**src/rtl/icu80186_pkg.sv**
```systemverilog
// rtl/icu80186_pkg.sv - register map, source indices and priority picker for the 80186 ICU
package icu80186_pkg;
    localparam int NSRC    = 5;
    localparam int SRC_TMR = 0;
    localparam int SRC_I0  = 1;
    localparam int SRC_I3  = 4;

    localparam logic [3:0] OFF_EOI    = 4'h1;
    localparam logic [3:0] OFF_IMASK  = 4'h4;
    localparam logic [3:0] OFF_PRIMSK = 4'h5;
    localparam logic [3:0] OFF_INSERV = 4'h6;
    localparam logic [3:0] OFF_REQST  = 4'h7;
    localparam logic [3:0] OFF_TCUCON = 4'h9;
    localparam logic [3:0] OFF_I0CON  = 4'hC;

    localparam int CON_LTM   = 4;
    localparam int CON_MSK   = 3;
    localparam int EOI_NSPEC = 15;

    typedef struct packed {
        logic       valid;
        logic [2:0] idx;
        logic [2:0] pr;
    } pick_t;

    // Lowest PR wins; strict compare keeps ties on the lower source index.
    function automatic pick_t pick_best(input logic [NSRC-1:0] cand, input logic [3*NSRC-1:0] pr);
        pick_t p;
        p = '0;
        for (int i = 0; i < NSRC; i++) begin
            if (cand[i] && (!p.valid || pr[3*i +: 3] < p.pr)) begin
                p.valid = 1'b1;
                p.idx   = 3'(i);
                p.pr    = pr[3*i +: 3];
            end
        end
        return p;
    endfunction
endpackage

```
**src/rtl/wb_icu80186_if.sv**
```systemverilog
// rtl/wb_icu80186_if.sv - Wishbone slave bundle for the ICU register window
interface wb_icu80186_if;
    logic [3:0]  wb_adr_i;
    logic [15:0] wb_dat_i;
    logic [15:0] wb_dat_o;
    logic [1:0]  wb_sel_i;
    logic        wb_we_i;
    logic        wb_stb_i;
    logic        wb_cyc_i;
    logic        wb_ack_o;

    modport master (output wb_adr_i, wb_dat_i, wb_sel_i, wb_we_i, wb_stb_i, wb_cyc_i,
                    input  wb_dat_o, wb_ack_o);
    modport slave  (input  wb_adr_i, wb_dat_i, wb_sel_i, wb_we_i, wb_stb_i, wb_cyc_i,
                    output wb_dat_o, wb_ack_o);
endinterface

```
**src/rtl/icu_src_cell.sv**
```systemverilog
// rtl/icu_src_cell.sv - per-source synchroniser, edge detect and request flop
module icu_src_cell #(
    parameter int SYNC_STAGES = 2
) (
    input  logic clk,
    input  logic rst_b,
    input  logic i_irq,
    input  logic i_ltm,
    input  logic i_ack_clr,
    output logic o_req
);
    logic [SYNC_STAGES-1:0] r_sync;
    logic                   r_prev;
    logic                   r_req;
    logic                   w_lvl;
    logic                   w_rise;

    assign w_lvl  = r_sync[SYNC_STAGES-1];
    assign w_rise = w_lvl & ~r_prev;
    assign o_req  = i_ltm ? w_lvl : r_req;

    always_ff @(posedge clk or negedge rst_b) begin
        if (!rst_b) begin
            r_sync <= '0;
            r_prev <= 1'b0;
            r_req  <= 1'b0;
        end else begin
            r_sync <= {r_sync[SYNC_STAGES-2:0], i_irq};
            r_prev <= w_lvl;
            // A fresh edge beats a same-cycle acknowledge clear.
            r_req  <= ~i_ltm & (w_rise | (r_req & ~i_ack_clr));
        end
    end
endmodule

```
**src/rtl/wb_icu80186.sv**
```systemverilog
// rtl/wb_icu80186.sv - 80186-compatible interrupt control unit with Wishbone register access
module wb_icu80186 #(
    parameter logic [7:0] VEC_TMR     = 8'h08,
    parameter logic [7:0] VEC_INT0    = 8'h0C,
    parameter int         SYNC_STAGES = 2
) (
    input  logic               clk,
    input  logic               rst_b,
    wb_icu80186_if.slave       wb,
    input  logic [3:0]         int_i,
    input  logic               tmr_irq_i,
    output logic               intr_o,
    input  logic               inta_i,
    output logic [7:0]         vec_o
);
    import icu80186_pkg::*;

    logic              r_ack, r_intr, r_inta_q;
    logic [15:0]       r_dat;
    logic [NSRC-1:0]   r_imask, r_isr, r_ltm;
    logic [2:0]        r_primsk;
    logic [3*NSRC-1:0] r_pr;
    logic [7:0]        r_vec;

    logic              w_acc, w_wr, w_wlo, w_ack_evt, w_intr_d, w_unused;
    logic [15:0]       w_wdat, w_rdat;
    logic [NSRC-1:0]   w_irq_in, w_req, w_elig, w_ack_set, w_eoi_mask, w_isr_nxt;
    pick_t             w_win, w_isr_pick;

    function automatic logic [7:0] f_vec(input logic [2:0] idx);
        return (idx == 3'(SRC_TMR)) ? VEC_TMR : VEC_INT0 + 8'(idx) - 8'(SRC_I0);
    endfunction

    function automatic logic [3:0] f_con_off(input int k);
        return (k == SRC_TMR) ? OFF_TCUCON : OFF_I0CON + 4'(k - SRC_I0);
    endfunction

    assign w_acc    = wb.wb_stb_i & wb.wb_cyc_i & ~r_ack;
    assign w_wr     = w_acc & wb.wb_we_i;
    assign w_wlo    = w_wr & wb.wb_sel_i[0];
    assign w_wdat   = wb.wb_dat_i & {{8{wb.wb_sel_i[1]}}, {8{wb.wb_sel_i[0]}}};
    assign w_unused = ^w_wdat[14:5];

    assign w_irq_in[SRC_TMR]       = tmr_irq_i;
    assign w_irq_in[SRC_I3:SRC_I0] = int_i;

    for (genvar g = 0; g < NSRC; g++) begin : g_src
        icu_src_cell #(.SYNC_STAGES(SYNC_STAGES)) u_cell (
            .clk       (clk),
            .rst_b     (rst_b),
            .i_irq     (w_irq_in[g]),
            .i_ltm     (r_ltm[g]),
            .i_ack_clr (w_ack_set[g]),
            .o_req     (w_req[g])
        );
        assign w_elig[g] = w_req[g] & ~r_imask[g] & (r_pr[3*g +: 3] <= r_primsk);
    end

    assign w_win      = pick_best(w_elig, r_pr);
    assign w_isr_pick = pick_best(r_isr, r_pr);
    assign w_intr_d   = w_win.valid & (~w_isr_pick.valid | (w_win.pr < w_isr_pick.pr));
    assign w_ack_evt  = inta_i & ~r_inta_q;
    assign w_ack_set  = (w_ack_evt && w_win.valid) ? NSRC'(1) << w_win.idx : '0;

    // In-service update order: CPU write, then EOI clear, then acknowledge set.
    always_comb begin
        w_eoi_mask = '0;
        for (int i = 0; i < NSRC; i++)
            w_eoi_mask[i] = ((f_vec(3'(i)) & 8'h1F) == {3'b0, w_wdat[4:0]});
        w_isr_nxt = r_isr;
        if (w_wlo && wb.wb_adr_i == OFF_INSERV)
            w_isr_nxt = w_wdat[NSRC-1:0];
        if (w_wr && wb.wb_adr_i == OFF_EOI) begin
            if (w_wdat[EOI_NSPEC])
                w_isr_nxt = w_isr_nxt & ~(w_isr_pick.valid ? NSRC'(1) << w_isr_pick.idx : '0);
            else
                w_isr_nxt = w_isr_nxt & ~w_eoi_mask;
        end
        w_isr_nxt = w_isr_nxt | w_ack_set;
    end

    always_comb begin
        w_rdat = 16'h0;
        case (wb.wb_adr_i)
            OFF_IMASK:  w_rdat[NSRC-1:0] = r_imask;
            OFF_PRIMSK: w_rdat[2:0]      = r_primsk;
            OFF_INSERV: w_rdat[NSRC-1:0] = r_isr;
            OFF_REQST:  w_rdat[NSRC-1:0] = w_req;
            default: begin
                for (int k = 0; k < NSRC; k++)
                    if (wb.wb_adr_i == f_con_off(k))
                        w_rdat[4:0] = {r_ltm[k], r_imask[k], r_pr[3*k +: 3]};
            end
        endcase
    end

    always_ff @(posedge clk or negedge rst_b) begin
        if (!rst_b) begin
            r_ack    <= 1'b0;
            r_dat    <= 16'h0;
            r_intr   <= 1'b0;
            r_inta_q <= 1'b0;
            r_imask  <= '1;
            r_primsk <= 3'h7;
            r_pr     <= '1;
            r_ltm    <= '0;
            r_isr    <= '0;
            r_vec    <= VEC_INT0;
        end else begin
            r_ack    <= w_acc;
            r_dat    <= (w_acc && !wb.wb_we_i) ? w_rdat : 16'h0;
            r_inta_q <= inta_i;
            r_intr   <= w_intr_d & ~w_ack_evt;
            r_isr    <= w_isr_nxt;
            if (w_ack_evt)
                r_vec <= w_win.valid ? f_vec(w_win.idx) : VEC_INT0 + 8'd7;
            if (w_wlo) begin
                if (wb.wb_adr_i == OFF_IMASK)  r_imask  <= w_wdat[NSRC-1:0];
                if (wb.wb_adr_i == OFF_PRIMSK) r_primsk <= w_wdat[2:0];
                for (int k = 0; k < NSRC; k++) begin
                    if (wb.wb_adr_i == f_con_off(k)) begin
                        r_imask[k]     <= w_wdat[CON_MSK];
                        r_pr[3*k +: 3] <= w_wdat[2:0];
                        if (k != SRC_TMR) r_ltm[k] <= w_wdat[CON_LTM];
                    end
                end
            end
        end
    end

    assign wb.wb_ack_o = r_ack;
    assign wb.wb_dat_o = r_dat;
    assign intr_o      = r_intr;
    assign vec_o       = r_vec;
endmodule
```
**src/flat_wrapper.sv**
```systemverilog
// flat-port wrapper written by rule: the top's interface ports become plain ports
module wb_icu80186_flat import icu80186_pkg::*;
#(
    parameter logic [7:0] VEC_TMR     = 8'h08,
    parameter logic [7:0] VEC_INT0    = 8'h0C,
    parameter int         SYNC_STAGES = 2
)
  (clk, rst_b, int_i, tmr_irq_i, intr_o, inta_i, vec_o, wb_wb_adr_i, wb_wb_dat_i, wb_wb_sel_i, wb_wb_we_i, wb_wb_stb_i, wb_wb_cyc_i, wb_wb_dat_o, wb_wb_ack_o);
  wb_icu80186_if wb_i ();
  input  logic clk;
  input  logic rst_b;
  input  logic [3:0] int_i;
  input  logic tmr_irq_i;
  output logic intr_o;
  input  logic inta_i;
  output logic [7:0] vec_o;
  input wire logic [$bits(wb_i.wb_adr_i)-1:0] wb_wb_adr_i;
  input wire logic [$bits(wb_i.wb_dat_i)-1:0] wb_wb_dat_i;
  input wire logic [$bits(wb_i.wb_sel_i)-1:0] wb_wb_sel_i;
  input wire logic [$bits(wb_i.wb_we_i)-1:0] wb_wb_we_i;
  input wire logic [$bits(wb_i.wb_stb_i)-1:0] wb_wb_stb_i;
  input wire logic [$bits(wb_i.wb_cyc_i)-1:0] wb_wb_cyc_i;
  output wire logic [$bits(wb_i.wb_dat_o)-1:0] wb_wb_dat_o;
  output wire logic [$bits(wb_i.wb_ack_o)-1:0] wb_wb_ack_o;
  assign wb_i.wb_adr_i = wb_wb_adr_i;
  assign wb_i.wb_dat_i = wb_wb_dat_i;
  assign wb_i.wb_sel_i = wb_wb_sel_i;
  assign wb_i.wb_we_i = wb_wb_we_i;
  assign wb_i.wb_stb_i = wb_wb_stb_i;
  assign wb_i.wb_cyc_i = wb_wb_cyc_i;
  assign wb_wb_dat_o = wb_i.wb_dat_o;
  assign wb_wb_ack_o = wb_i.wb_ack_o;
  wb_icu80186 #(.VEC_TMR(VEC_TMR), .VEC_INT0(VEC_INT0), .SYNC_STAGES(SYNC_STAGES)) u_core (.clk(clk), .rst_b(rst_b), .wb(wb_i), .int_i(int_i), .tmr_irq_i(tmr_irq_i), .intr_o(intr_o), .inta_i(inta_i), .vec_o(vec_o));
endmodule
```
**config.mk**
```make
export PLATFORM = sky130hd
export DESIGN_NAME = wb_icu80186_flat
export DESIGN_NICKNAME = d
export VERILOG_FILES = /design/src/rtl/icu80186_pkg.sv /design/src/rtl/wb_icu80186_if.sv /design/src/rtl/icu_src_cell.sv /design/src/rtl/wb_icu80186.sv /design/src/flat_wrapper.sv
export SDC_FILE = /design/constraint.sdc
export NUM_CORES = 1
export LEC_CHECK = 0
export CORE_MARGIN = 3
export CORE_UTILIZATION = 50
export DETAILED_ROUTE_END_ITERATION = 7
export PLACE_DENSITY = 0.78
export REMOVE_ABC_BUFFERS = 1
export SLEW_MARGIN = 0
export SYNTH_ARGS = -nofsm -noshare
export SYNTH_HDL_FRONTEND = slang
export SYNTH_SLANG_ARGS = --single-unit
export TNS_END_PERCENT = 1
```
**constraint.sdc**
```tcl
create_clock -name clk -period 5.3 [get_ports clk]
set_input_delay 1.06 -clock clk [delete_from_list [all_inputs] [get_ports clk]]
set_output_delay 1.06 -clock clk [all_outputs]
set_load 0.02 [all_outputs]
```
==> flow_summary.json <==
{
  "synth_cells": 458,
  "finalHoldViolCount": 0,
  "place_congestion": 0.9135,
  "overflow": 0,
  "setup_viol": 7,
  "max_stage_delay_ns": 0.55,
  "synth_area_mm2": 0.004170,
  "synth-main-ff-cell": "dfrtp_1",
  "grt_pass1_wl_um": 19600,
  "skew_ns": 0.009694,
  "die_h_um": 97.33,
  "io_buffers": 33,
  "drive_gt1_share_pct": 31.92,
  "vias": 4022,
  "coreArea_mm2": 0.007928,
  "htree_levels": 3,
  "cts.clk_slew.worst_paths_ns": 0.07,
  "antenna_found_initial": 0,
  "setup_ws_ns": -0.3699,
  "worstPathMaxFanout": 5,
  "area_growth_pct": 33.15,
  "fmax_mhz": 176.4,
  "die-area_mm2": 0.009472,
  "ys_async_sr_fraction_pct": 100.0,
  "grt_max_degree": 62,
  "p_leak_nw": 2.391,
  "ys_types": 62,
  "yosysSeqAreaShare_pct": 37.35,
  "violations": "negative setup slack",
  "cp-start-kind": "flip-flop",
  "setup_tns_ns": -1.174,
  "wl_um": 12460,
  "drtPass1Iterations": 5,
  "drc": 0,
  "cap_violations": 0,
  "grt_setup_unrepaired": "yes",
  "cpMaxStageDelayCell": "dfstp_2",
  "yosys_warnings": 1,
  "viasPerCell": 6.012,
  "setup.reg_to_reg.worst_slack_ns": -0.37,
  "holdWs_ns": 0.3498,
  "fin_crit_ns": 5.670,
  "cp.arrival_ns": 5.93,
  "fill_cells": 576,
  "clk_latency_ns": 0.34,
  "start_util_pct": 52.60,
  "fin_nets": 623,
  "grtUsageTotal_pct": 25.49,
  "post-dp-hpwl_um": 8721,
  "num_rows": 32,
  "n_antenna_cell": 0,
  "cpMostUsedCell": "ha_1",
  "hold_buffers": 0,
  "ctsRootBufferMaster": "clkbuf_8",
  "slew_headroom_pct": 50.45,
  "final_core_util_pct": 70.04,
  "period_share_pct": 107.0,
  "die_x_um": 97.33,
  "grt_pass1_vias": 4057,
  "wl_per_cell_um": 18.62,
  "endpoint_kind": "flip-flop",
  "worst-setup-path-type": "flip-flop to flip-flop",
  "synth_edf_count": 0,
  "cts_sinks": 61,
  "clock_path_buffers": 2,
  "worstPathRequired_ns": 5.56,
  "ios": 59,
  "hold_class": "flip-flop to flip-flop",
  "avgSynthCellArea_um2": 9.105,
  "cts_buffers": 9,
  "outcome": "complete, but fails checks",
  "power.density_mw_per_mm2": 364.4,
  "drtAntennaViolNets": 0,
  "vdd_ir_drop_max_v": 0.0002566,
  "tightest_slew_ns": 0.7433,
  "synth_seq_cells": 61,
  "drtIter0Drc": 338,
  "slew_viol_final": 0,
  "cts_tree": "done"
}
-- layout make-up --
cell class / count / area, um2 / share of cell area [%]
multi-input cells: 354 / 2625 / 47.27
flip-flops and latches: 61 / 1558 / 28.05
repair buffers: 109 / 925.9 / 16.67
clock buffers: 10 / 127.6 / 2.298
well taps: 102 / 127.6 / 2.298
inverters: 27 / 101.3 / 1.825
clock inverters: 6 / 87.58 / 1.577
-- critical path, delay by kind of cell (launching register included) --
family | cells | cell delay, ns
AO/OA/AOI/OAI | 16 | 2.38
adder cells (fa/ha/maj) | 5 | 1.22
buffers and inverters | 4 | 0.45
flip-flops | 1 | 0.55
multiplexers | 3 | 0.76
AND/OR/NAND/NOR | 4 | 0.21
-- cells in the final DEF, fill, tap and decap left out, types with 4 or more instances in the layout --
cell type,instances
conb_1,14
ha_1,21
o21ai_1,4
o21ai_0,19
mux2_2,22
dfrtp_1,36
nor2_1,36
o21a_1,7
dfstp_2,25
clkdlybuf4s50_1,32
or3_1,4
nand3_1,15
a21o_1,8
inv_1,25
o21ai_2,4
buf_4,68
nand2_1,39
o31ai_1,4
nor2b_1,9
ha_4,5
o22ai_1,4
clkbuf_8,9
buf_6,8
nor3_1,4
nand2b_1,12
a21oi_1,27
a211oi_1,4
and3_1,4
o211ai_1,6
mux2i_1,13
a21oi_2,6
-- worst paths after layout --
check / startpoint / to / cells after the start
hold reg to reg: u_core.g_src[2].u_cell.r_sync[0]$_DFF_PN0_ / u_core.g_src[2].u_cell.r_sync[1]$_DFF_PN0_ / 0
setup / recovery: u_core.r_pr[1]$_DFFE_PN1P_ / u_core.intr_o$_DFF_PN0_ / 32
min in group asynchronous: rst_b / u_core.g_src[1].u_cell.r_sync[0]$_DFF_PN0_ / 2
setup reg to reg: u_core.r_pr[1]$_DFFE_PN1P_ / u_core.intr_o$_DFF_PN0_ / 32
max in group asynchronous: rst_b / u_core.wb.wb_ack_o$_DFF_PN0_ / 2
hold / removal: u_core.g_src[2].u_cell.r_sync[0]$_DFF_PN0_ / u_core.g_src[2].u_cell.r_sync[1]$_DFF_PN0_ / 0
-- Yosys cell counts (all sizes together) (4+ instances only) --
library cell,count,area [um2]
a211oi,5,37.54
a21o,8,60.06
a21oi,33,165.2
a31oi,4,25.02
and3,4,25.02
buf,18,125.1
clkbuf,11,41.29
dfrtp,36,900.9
dfstp,25,656.9
ha,28,350.3
inv,27,101.4
mux2,25,281.5
mux2i,16,160.2
nand2,42,157.7
nand2b,12,75.07
nand3,15,75.07
nor2,38,142.6
nor2b,9,56.30
nor3,4,20.02
o211ai,6,45.04
o21a,7,52.55
o21ai,28,140.1
o22ai,5,37.53
o31ai,4,30.03
or3,4,25.02
-- state kept, by name (all words and copies together) (netlist names) --
name                        cells
u_core.r_primsk                 3
u_core.r_ltm                    4
u_core.vec_o                    5
u_core.intr_o                   1
u_core.r_imask                  5
u_core.r_inta_q                 1
u_core.wb.wb_ack_o              1
u_core.wb.wb_dat_o              5
u_core.r_pr                    15
u_core.g_src.u_cell.r_req       4
u_core.g_src.u_cell.r_prev      4
u_core.g_src.u_cell.r_sync      8
u_core.r_isr                    5
-- power by group --
part	switching [mW]	internal (mW)
Combinational	0.488	0.475
Sequential	0.0667	0.543
Clock	0.186	0.265
Total	0.741	1.28
-- through the flow --
step | setup WS (ns) | area [um2] | total power [mW] | instances
2_1_floorplan | -0.5839 | 4053 | 1.049 | 442
3_3_place_gp | -0.4969 | 4911 | 1.343 | 631
3_5_place_dp | -0.7564 | 4911 | 1.373 | 631
4_1_cts | -0.3981 | 5326 | 1.909 | 663
5_1_grt | -0.7296 | 5553 | 2.134 | 669
6_report | -0.3699 | 5553 | 2.024 | 669
-- what timing repair did --
item                                    4_1_cts  5_1_grt
resized for setup                            20       37
endpoints found under the setup margin       12       12
buffers inserted                             16        6
pin swaps                                    15       23
-- layer usage --
layer | up-vias | share of wire (%) | track usage, %
met4 | 0 | 3.8 | 12.03
met5 | - | 0 | 0
met1 | 1968 | 39 | 31.10
met2 | 176 | 50 | 43.63
met3 | 38 | 6.7 | 4.523
li1 | 1840 | - | -
-- cells by family (layout without fill, tap and decap cells) --
group,count (synthesis),in the layout,share of synthesized area [%]
AOI/OAI and AO/OA,129,129,20.67
adders and majority gates,28,28,8.401
buffers and inverters,56,152,6.421
DFF,61,61,37.35
muxes,42,42,11.13
other,1,14,0.08992
and+or+nand+nor,141,141,15.93
Note: power is estimated with default switching activity, not from simulation.
